--- src/rtl/interleaver_ctrl.sv ---
// interleaver_ctrl: sequences a ROWS x COLS symbol bank. A frame is written
// row-major from the valid/ready input, then read column-major to the
// valid/ready output. Optional feature macro: INTLV_FLUSH_EN adds a
// synchronous flush input that abandons the current frame.
module interleaver_ctrl #(
  parameter int ROWS   = 4,
  parameter int COLS   = 4,
  parameter int ADDR_W = $clog2(ROWS*COLS)
) (
  input  logic              clk,
  input  logic              reset,
`ifdef INTLV_FLUSH_EN
  input  logic              flush,
`endif
  input  logic              in_valid,
  output logic              in_ready,
  input  logic [7:0]        in_data,
  output logic              out_valid,
  input  logic              out_ready,
  output logic [7:0]        out_data,
  output logic              bank_we,
  output logic [ADDR_W-1:0] bank_waddr,
  output logic [7:0]        bank_wdata,
  output logic [ADDR_W-1:0] bank_raddr,
  input  logic [7:0]        bank_rdata,
  output logic              frame_done
);

  localparam int ROW_W = $clog2(ROWS);
  localparam int COL_W = $clog2(COLS);
  localparam logic [ROW_W-1:0] R_LAST = ROW_W'(ROWS-1);
  localparam logic [COL_W-1:0] C_LAST = COL_W'(COLS-1);
  localparam logic [ROW_W-1:0] R_ONE  = ROW_W'(1);
  localparam logic [COL_W-1:0] C_ONE  = COL_W'(1);

  typedef enum logic {FILL, DRAIN} state_t;

  state_t            state, state_nx;
  logic [ROW_W-1:0]  r, r_nx;
  logic [COL_W-1:0]  c, c_nx;
  logic [ADDR_W-1:0] addr;
  logic [ADDR_W-1:0] raddr_hold;
  logic              flush_act;

`ifdef INTLV_FLUSH_EN
  assign flush_act = flush;
`else
  assign flush_act = 1'b0;
`endif

  // Shared row/column counters map to one linear bank address
  assign addr       = ADDR_W'(r) * ADDR_W'(COLS) + ADDR_W'(c);
  assign bank_waddr = addr;
  assign bank_wdata = in_data;
  assign out_data   = bank_rdata;

  // State, counters and the last drain read address (held through FILL)
  always_ff @(posedge clk) begin
    if (reset) begin
      state      <= FILL;
      r          <= '0;
      c          <= '0;
      raddr_hold <= '0;
    end else begin
      state      <= state_nx;
      r          <= r_nx;
      c          <= c_nx;
      raddr_hold <= bank_raddr;
    end
  end

  // Handshakes, counter stepping (row-major fill, column-major drain), outputs
  always_comb begin
    state_nx   = state;
    r_nx       = r;
    c_nx       = c;
    in_ready   = 1'b0;
    out_valid  = 1'b0;
    bank_we    = 1'b0;
    frame_done = 1'b0;
    bank_raddr = raddr_hold;
    unique case (state)
      FILL: begin
        in_ready = 1'b1;
        if (in_valid) begin
          bank_we = 1'b1;
          if (c == C_LAST) begin
            c_nx = '0;
            if (r == R_LAST) begin
              r_nx     = '0;
              state_nx = DRAIN;
            end else begin
              r_nx = r + R_ONE;
            end
          end else begin
            c_nx = c + C_ONE;
          end
        end
      end
      DRAIN: begin
        out_valid  = 1'b1;
        bank_raddr = addr;
        if (out_ready) begin
          if (r == R_LAST) begin
            r_nx = '0;
            if (c == C_LAST) begin
              c_nx       = '0;
              frame_done = 1'b1;
              state_nx   = FILL;
            end else begin
              c_nx = c + C_ONE;
            end
          end else begin
            r_nx = r + R_ONE;
          end
        end
      end
      default: ;
    endcase
    // Flush overrides any handshake decided above in the same cycle
    if (flush_act) begin
      state_nx   = FILL;
      r_nx       = '0;
      c_nx       = '0;
      bank_we    = 1'b0;
      frame_done = 1'b0;
    end
  end

endmodule

--- config.mk ---
export PLATFORM = sky130hd
export DESIGN_NAME = interleaver_ctrl
export DESIGN_NICKNAME = d
export VERILOG_FILES = /design/src/rtl/interleaver_ctrl.sv
export SDC_FILE = /design/constraint.sdc
export NUM_CORES = 1
export LEC_CHECK = 0
export CAP_MARGIN = 20
export CORE_AREA = 4 4 41 43
export CTS_CLUSTER_SIZE = 12
export DETAILED_ROUTE_END_ITERATION = 10
export DIE_AREA = 0 0 45 47
export DONT_BUFFER_PORTS = 1
export HOLD_SLACK_MARGIN = 0.08
export PLACE_DENSITY = 0.69
export RECOVER_POWER = 25
export SYNTH_ARGS = -nofsm -noshare
export SYNTH_HDL_FRONTEND = slang
export SYNTH_SLANG_ARGS = --single-unit
--- constraint.sdc ---
create_clock -name clk -period 1.74 [get_ports clk]
set_clock_uncertainty 0.2 [all_clocks]
set_input_delay 0.087 -clock clk [delete_from_list [all_inputs] [get_ports clk]]
set_output_delay 0.087 -clock clk [all_outputs]
set_load 0.05 [all_outputs]
==> key figures <==
Place
  – Area after DPL: around 560 µm²
  – IO buf count: 0
  – GPL Wtd Cong: ~0.66

Job
  – Max cap viols: 0

Logic synthesis
  – Gate Count Post-Synth: 57
  – Synthesized flop and latch total: 9
  – Yosys top cell area share: roughly 31%
  – Synth cell types: 19
  – Synth Area per Inst: approximately 10 µm²
  – Syn Nets: between 70 and 80
  – Register area share after synthesis: a little under a third
  – Area leader, netlist: dfxtp_1
  – Synth area leaders: dfxtp_1, buf_4, mux2_1, nor2b_1, mux2_4
  – Yosys warns: 0
  – Post-synthesis cell area: 577 µm²

Power and ir drop
  – Int Power: around 0.35 mW
  – NetSw: between 0.15 and 0.2 mW
  – Sw frac: roughly 36%
  – Max VDD drop: ~0.48 mV
  – Comb pwr share: between 30% and 40%
  – Leak: between 0.3 and 0.4 nW
  – Power Dens Cells: about 700 mW/mm²
  – Share of total power in sequential cells: about 39%
  – Clk pwr share: about 30%

Critical path
  – Critical Path, Cell by Cell: mux2_1, buf_4
  – Crit path DAT: between 1000 and 1500 ps
  – CP Capture Type: output port
  – Worst R2R End: c[0]$_SDFFE_PP0P_
  – Crit-path leading delay family: flip-flops
  – Highest-delay cell along the critical path: dfxtp_2
  – CP max stage delay: 470 ps
  – Crit-path max FO: 10
  – WS Path Type: flop to output port
  – CP startpoint kind: flop
  – Reg-to-reg slack, setup: about 310 ps
  – Buf/Inv on CP: 1
  – Path depth of the worst reg2reg path: 3
  – WP data required: approximately 1500 ps
  – Reg2Reg Launch Point: r[0]$_SDFFE_PP0P_

Floorplanning
  – CORE AREA: roughly 0.0013 mm²
  – Starting Density: roughly 44%
  – Die ar.: around 0.0021 mm²
  – Die X-Extent: 45 µm
  – Placement Rows: 13
  – Die Y: between 40 and 50 µm
  – # IOs: between 40 and 50

GRT
  – Overflow after GRT: 0
  – Initial antenna violation count: 0
  – Vias in the first global route: approximately 450
  – Largest net degree at the start of global routing: 14
  – First-pass GRT wire length: about 1800 µm
  – GRT Total Usage: between 10% and 20%

Route
  – Routed length per instance: between 10 and 15 µm
  – Final ANT Viol Nets: 0
  – Vias: roughly 440
  – DR iter-0 viols: 5
  – Drt drc: 0
  – Final wirelength: 1200 µm
  – Post-DR vias/cell: ~5.0
  – DRT Pass-1 Iters: 4

CTS
  – Sink Count: 9
  – Clock-pin slew on the worst setup and hold paths: around 60 ps
  – Num CTS Buffers: 3
  – CTS Root Cell: clkbuf_4
  – PostCTS Resize Cnt: 0
  – Clock Path Buffers: 2
  – Worst-Skew Late Latency: ~260 ps
  – CTS tree: built
  – H-tree Lvls: 1

Min path
  – Hold Path End: frame_done
  – Hold Crit Start: out_ready
  – Worst hold stages: 2
  – HP Class: input pin to output port

STA
  – Slew @ Worst Pin: about 500 ps
  – Fin Setup TNS: 0 ps
  – Max_slew headroom: between 60 and 70%
  – Pins Over Slew Limit: 0
  – Period utilisation layout: approximately 91%
  – Min Tclk post-route: ~1600 ps
  – Fmax: around 0.63 GHz
  – Final hold viol count: 0
  – Setup violations, final: 0
  – Setup repair after global routing missed its margin: no

Run status
  – Status: complete, no violations

Final layout
  – Area grow syn2layout: 34.3%
  – Layout net count: 96
  – Number of antenna diodes: 0
  – Final instance area: between 700 and 800 µm²
  – Layout cells sized above 1: between 20% and 30%
==> worst register-to-register path, delay by kind of cell, from the launching register on <==
family	cells	cell delay (ps)
DFF	1	320
muxes	1	320
adders and majority gates	1	250
AOI/OAI and AO/OA	1	230
==> registers in the layout, summed over array words and instances, names as in the netlist <==
name / count
raddr_hold: 4
r: 2
state: 1
c: 2
==> power groups by stage <==
stage | Combinational, mW | Clock [mW] | Sequential [mW]
global route | 0.176 | 0.178 | 0.214
finish | 0.169 | 0.161 | 0.214
global placement | 0.0579 | 0 | 0.218
CTS | 0.170 | 0.172 | 0.214
floorplan | 0.127 | 0 | 0.238
detailed placement | 0.0585 | 0 | 0.218
==> routing by layer <==
metal	share of wire [%]	vias up	global-route usage (%)
li1	-	208	-
met4	1.4	0	10.5
met1	41	196	13.7
met3	8.7	2	2.30
met5	0	-	0
met2	49	33	20.6
==> synth_stat cells <==
cell and n:
buf_4 16, dfxtp_1 9, nor2b_1 6, mux2_1 4, nand2b_1 4, ha_1 2
mux2_4 2, mux2i_1 2, nor3_1 2, a22oi_2 1, a31oi_2 1, a32oi_1 1
and4_1 1, buf_6 1, clkbuf_1 1, inv_1 1, nand3_1 1, nor2_1 1
nor2b_4 1
==> timing repair <==
item,in CTS,in global routing
setup buffers,0,0
endpoints found under the hold margin,25,0
hold buffers,19,0
==> layout by cell type (no fill, tap or decap), types with 2 or more instances in the layout <==
cell type       n
nor3_1          2
nor2b_1         6
buf_4          10
dlygate4sd3_1  19
nand2b_1        4
mux2_4          2
dfxtp_1         8
ha_1            2
clkbuf_4        3
mux2_1          4
mux2i_1         2
==> cell type report <==
| class | count | area (µm²) |
|---|---|---|
| sequential | 9 | 181 |
| multi-input combinational | 29 | 259 |
| inverter | 1 | 3.75 |
| fill | 115 | 527 |
| tap | 15 | 18.8 |
| timing repair buffer | 30 | 285 |
| clock buffer | 4 | 26.3 |
==> logic make-up after synthesis <==
family	after synthesis	share of synthesized area, %
AO/OA/AOI/OAI	3	5.86
multiplexers	8	16.5
buffers and inverters	19	24.1
adder cells (fa/ha/maj)	2	4.34
flip-flops	9	31.2
AND/OR/NAND/NOR	16	18.0
==> through the flow <==
| stage | total power [mW] | instances | util (%) | worst slack, ps | hold slack, ps |
|---|---|---|---|---|---|
| 2_1_floorplan | 0.365 | 57 | - | 2.57 | 70.6 |
| 3_3_place_gp | 0.276 | 65 | 42.9 | 329 | -46.2 |
| 3_5_place_dp | 0.277 | 65 | 42.9 | 322 | -37.9 |
| 4_1_cts | 0.555 | 88 | 59.5 | 138 | 348 |
| 5_1_grt | 0.569 | 88 | 59.5 | 103 | 354 |
| 6_report | 0.544 | 88 | 59.5 | 164 | 349 |
==> worst max-delay path by stage <==
stage	cells past startpoint	start	to	slack, ps
global placement	3	r[0]$_SDFFE_PP0P_	c[0]$_SDFFE_PP0P_	330
detailed placement	3	r[0]$_SDFFE_PP0P_	c[0]$_SDFFE_PP0P_	320
global route	2	state$_SDFF_PP0_	bank_raddr[1]	100
finish	2	state$_SDFF_PP0_	bank_raddr[3]	160
CTS	2	state$_SDFF_PP0_	bank_raddr[3]	140
floorplan	3	state$_SDFF_PP0_	raddr_hold[0]$_SDFF_PP0_	3
Power figures use the tool's default switching activity.
